===== config.mk =====
export PLATFORM = sky130hd
export DESIGN_NAME = alu_arbiter
export DESIGN_NICKNAME = d
export VERILOG_FILES = /design/src/rtl/alu_arbiter.sv
export SDC_FILE = /design/constraint.sdc
export NUM_CORES = 1
export LEC_CHECK = 0
export BUFFER_PORTS_ARGS = -buffer_cell sky130_fd_sc_hd__buf_2
export CORE_MARGIN = 4
export CORE_UTILIZATION = 48
export DETAILED_ROUTE_END_ITERATION = 16
export PLACE_DENSITY = 0.9
export RECOVER_POWER = 50
export REMOVE_ABC_BUFFERS = 1
export SYNTH_ARGS = -nofsm -noshare
export SYNTH_HDL_FRONTEND = slang
export SYNTH_SLANG_ARGS = --single-unit

===== constraint.sdc =====
create_clock -name clk -period 4.3 [get_ports clk]
set_clock_uncertainty 0.2 [all_clocks]
set_input_delay 0.86 -clock clk [delete_from_list [all_inputs] [get_ports clk]]
set_output_delay 0.86 -clock clk [all_outputs]
set_load 0.1 [all_outputs]

===== src/rtl/alu_arbiter.sv =====
// Round-robin front end that shares one registered ALU (alu_reg, 1-cycle latency)
// between two requesters, with one operation in flight and valid/ready on both sides.
module alu_arbiter #(
  parameter int WIDTH = 8
) (
  input  logic             clk,
  input  logic             reset,
  input  logic             req0_valid,
  output logic             req0_ready,
  input  logic [WIDTH-1:0] req0_a,
  input  logic [WIDTH-1:0] req0_b,
  input  logic [2:0]       req0_op,
  input  logic             req1_valid,
  output logic             req1_ready,
  input  logic [WIDTH-1:0] req1_a,
  input  logic [WIDTH-1:0] req1_b,
  input  logic [2:0]       req1_op,
  output logic [WIDTH-1:0] alu_a,
  output logic [WIDTH-1:0] alu_b,
  output logic [2:0]       alu_cont,
  input  logic [WIDTH-1:0] alu_result,
  output logic             resp_valid,
  input  logic             resp_ready,
  output logic [WIDTH-1:0] resp_data,
  output logic             resp_id
);

  typedef enum logic [1:0] {
    ST_IDLE = 2'd0,
    ST_EXEC = 2'd1,
    ST_CAPT = 2'd2,
    ST_RESP = 2'd3
  } state_t;

  state_t           state_q, state_d;
  logic             prio_q, prio_d;
  logic             id_q, id_d;
  logic [WIDTH-1:0] a_q, a_d;
  logic [WIDTH-1:0] b_q, b_d;
  logic [2:0]       cont_q, cont_d;
  logic [WIDTH-1:0] data_q, data_d;
  logic             valid_q, valid_d;
  logic             gnt0, gnt1;

  // prio_q == 0 means requester 0 wins a tie; a lone requester always wins.
  always_comb begin
    gnt0 = req0_valid && (!req1_valid || !prio_q);
    gnt1 = req1_valid && (!req0_valid ||  prio_q);
  end

  always_ff @(posedge clk) begin
    if (reset) begin
      state_q <= ST_IDLE;
    end else begin
      state_q <= state_d;
    end
  end

  always_comb begin
    state_d = state_q;
    unique case (state_q)
      ST_IDLE: if (req0_valid || req1_valid) state_d = ST_EXEC;
      ST_EXEC: state_d = ST_CAPT;
      ST_CAPT: state_d = ST_RESP;
      ST_RESP: if (resp_ready) state_d = ST_IDLE;
      default: state_d = ST_IDLE;
    endcase
  end

  // Ready is masked during reset so a requester never sees an accept that is dropped.
  always_comb begin
    req0_ready = (state_q == ST_IDLE) && !reset && gnt0;
    req1_ready = (state_q == ST_IDLE) && !reset && gnt1;
  end

  always_comb begin
    prio_d  = prio_q;
    id_d    = id_q;
    a_d     = a_q;
    b_d     = b_q;
    cont_d  = cont_q;
    data_d  = data_q;
    valid_d = valid_q;
    unique case (state_q)
      ST_IDLE: begin
        if (gnt0 || gnt1) begin
          id_d   = gnt1;
          prio_d = gnt0;
          a_d    = gnt1 ? req1_a  : req0_a;
          b_d    = gnt1 ? req1_b  : req0_b;
          cont_d = gnt1 ? req1_op : req0_op;
        end
      end
      ST_EXEC: begin
      end
      ST_CAPT: begin
        data_d  = alu_result;
        valid_d = 1'b1;
      end
      ST_RESP: begin
        if (resp_ready) valid_d = 1'b0;
      end
      default: begin
      end
    endcase
  end

  always_ff @(posedge clk) begin
    if (reset) begin
      prio_q  <= 1'b0;
      id_q    <= 1'b0;
      a_q     <= '0;
      b_q     <= '0;
      cont_q  <= 3'b000;
      data_q  <= '0;
      valid_q <= 1'b0;
    end else begin
      prio_q  <= prio_d;
      id_q    <= id_d;
      a_q     <= a_d;
      b_q     <= b_d;
      cont_q  <= cont_d;
      data_q  <= data_d;
      valid_q <= valid_d;
    end
  end

  assign alu_a      = a_q;
  assign alu_b      = b_q;
  assign alu_cont   = cont_q;
  assign resp_valid = valid_q;
  assign resp_data  = data_q;
  assign resp_id    = id_q;

  a_one_grant : assert property (@(posedge clk) disable iff (reset)
    !(req0_ready && req1_ready));

  a_resp_hold : assert property (@(posedge clk) disable iff (reset)
    (resp_valid && !resp_ready) |=> (resp_valid && $stable(resp_data) && $stable(resp_id)));

endmodule


==> impl_metrics.yaml <==
synthesis:
  yosys.area_share.simple_pct: 12.3
  syn_area_um2: 1540
  synth_top_family_by_area: "compound AO/OA/AOI/OAI gates"
  synthDistinctLibCells: 27
  syn_inst: 171
  synth_common_cells: "dfxtp_1, o21ai_0, nor2_1"
  synth-edff-count: 0
  synth_compound_area_share_pct: 29.7
  avgSynthCellArea_um2: 9.00
  yosys.area_share.adder_pct: 3.25
  synth-seq-area-share_pct: 41.6
  synth_top_cell_area_share_pct: 41.6
  synth_area_leaders: "dfxtp_1, a311oi_2, o21ai_0"
  synth_warnings: 0
  synth_seq_cells: 32
  synth_xor_area_share_pct: 0
  yosysMostFrequentCell: "dfxtp_1"
  yosysTopAreaCell: "dfxtp_1"
  synth_mux_area_share_pct: 5.85
  ys.flop_type: "dfxtp_1"
  synthArstFlopShare_pct: 0
global_routing:
  grt_max_degree: 30
  first_global_vias: 1424
  groute.usage.overall_pct: 19.5
  grt_pass1_wl_um: 6390
  overflow: 0
  antenna_found_initial: 0
clock_network:
  clk_root_buffer_cell: "clkbuf_4"
  insertion_delay_ns: 0.33
  cts_hold_buf: 0
  cts_resized: 0
  cts_sinks: 32
  post_cts_buffers: 0
  cts_buffers: 5
  clockBufferDepth: 2
  cts_tree: "yes"
  path_clk_slew_ns: 0.09
  h-tree-depth: 2
layout:
  area_growth_pct: 28.5
  final_area_um2: 1980
  drive_above_1_share_pct: 33.1
  diodes: 0
  fin_nets: 299
critical_path:
  r2r_end: "alu_a[4]"
  worstReg2RegStart: "state_q[0]"
  startpoint_type: "input port"
  crit_chain: "clkbuf_1 -> nor2b_1 -> and3_1 -> buf_2"
  crit_fanout: 22
  critPathKind: "in -> out"
  reg2reg_depth: 5
  max_stage_delay_ns: 0.83
  critPathTopFamily: "buffers and inverters"
  worst-path-buf-inv: 2
  critPathCaptureType: "output pin"
  regToRegSetupSlack_ns: 1.97
  crit_required_ns: 3.24
  arrival_ns: 2.36
  cp_slowest_cell: "clkbuf_1"
placement:
  pre_cts_slack_ns: 1.32
  portBuffers: 81
  dp_hpwl_um: 2840
  gp_congestion: 0.784
  post_dp_cell_area_um2: 1910
min_path:
  hold_start: "resp_data[0]"
  min_path_cells: 2
  min_to: "resp_data[0]"
  hold_path.class: "reg -> reg"
sta:
  worstMarginPinSlew_ns: 1.19
  max-slew-margin-rel_pct: 20.9
  hold_viol: 0
  period_share_pct: 79.6
  rsz0062_at_grt: "no"
  fin_crit_ns: 3.42
  final-setup-viol-count: 0
  slew_viol_final: 0
  timing.fmax_mhz: 292
  worst_slack_ns: 0.879
  finalSetupTns_ns: 0
power_and_ir_drop:
  max-vdd-ir-drop_v: 0.000404
  power.leakage_nw: 0.855
  p_per_area_nw_per_um2: 871
status:
  status: "completed"
floorplan:
  num_io_pins: 82
  num_rows: 20
  start_util_pct: 50.4
  die_x_um: 64.6
  die_y_um: 64.6
  dieArea_um2: 4180
  core_um2: 3050
drt:
  vias_per_cell: 5.44
  remaining_drc_errors: 0
  drt_iter0_drc: 104
  dr.pass1.iters: 4
  drt-total-wl_um: 3990
  antenna_left: 0
  wire_per_inst_um: 13.8
  num_vias: 1572
run:
  cap_viol_max_count: 0
cell type report:
cell class,count,area (um2)
well taps,44,55.1
inverters,4,15.0
multi-input cells,119,786
clock inverters,1,30.0
fillers,269,1070
repair buffers,82,387
clock buffers,7,65.1
flip-flops and latches,32,641
cell families after synthesis:
logic type | count (synthesis)
adders and majority gates | 4
muxes | 9
and+or+nand+nor | 42
buffers and inverters | 20
AOI/OAI and AO/OA | 64
DFF | 32
worst max-delay path by stage:
stage                     cells past startpoint  slack (ns)        from    endpoint
after global routing                          4        0.77       reset  req1_ready
after floorplan                               2        1.13  req0_valid  req1_ready
after CTS                                     4        1.32       reset  req1_ready
final                                         4        0.88       reset  req1_ready
after detailed placement                      4        1.32       reset  req1_ready
after global placement                        4        1.33       reset  req1_ready
power breakdown:
group / total (mW) / leakage [nW] / switching [mW] / internal, mW
clock: 0.255 / 0.0515 / 0.100 / 0.154
combinational: 1.03 / 0.539 / 0.842 / 0.192
sequential: 0.433 / 0.264 / 0.0461 / 0.387
total: 1.72 / 0.855 / 0.989 / 0.733
worst reg2reg max path, delay by kind of cell, from the launching register on:
family,cells,cell delay (ns)
compound gates,2,1.17
fa+ha+maj,1,0.25
buf+inv,1,0.10
flops,1,0.34
simple gates,1,0.15
cells in the final DEF, fill, tap and decap left out:
cell type,synthesis,routed
a2111o_1,1,1
a21oi_1,11,11
a311oi_2,10,10
a31o_2,1,1
a31oi_1,9,9
a32oi_1,1,1
and2b_1,1,1
and3_1,2,2
buf_2,4,60
buf_4,2,1
bufinv_16,0,1
clkbuf_1,4,21
clkbuf_4,0,5
clkbuf_8,0,2
dfxtp_1,32,32
ha_1,4,4
inv_1,4,4
mux2i_1,9,9
nand2_1,4,4
nand2b_1,1,1
nand3_1,10,10
nor2_1,21,21
nor2b_1,3,3
o211a_1,1,1
o21a_1,1,1
o21ai_0,28,28
o21ai_2,1,1
routing by layer:
metal / wire, um / up-vias / GRT usage (%)
li1: - / 767 / -
met1: 1620 / 733 / 23.6
met2: 1980 / 66 / 32.7
met3: 327 / 6 / 6.07
met4: 62 / 0 / 6.60
met5: 0 / - / 0
state kept, by name, indices dropped and copies added, names as in the netlist:
signal      flops
alu_a           8
prio_q          1
resp_valid      1
alu_b           8
resp_id         1
alu_cont        3
state_q         2
resp_data       8
metrics by stage:
step	power (mW)	utilization, %	std cells	hold slack, ns
after floorplan	1.31	-	155	0.268
after CTS	1.75	65.7	289	0.306
after global placement	1.47	62.5	281	0.267
after global routing	1.81	64.8	289	0.342
final	1.72	64.8	289	0.302
after detailed placement	1.49	62.5	281	0.283
(Power assumes the default switching activity.)
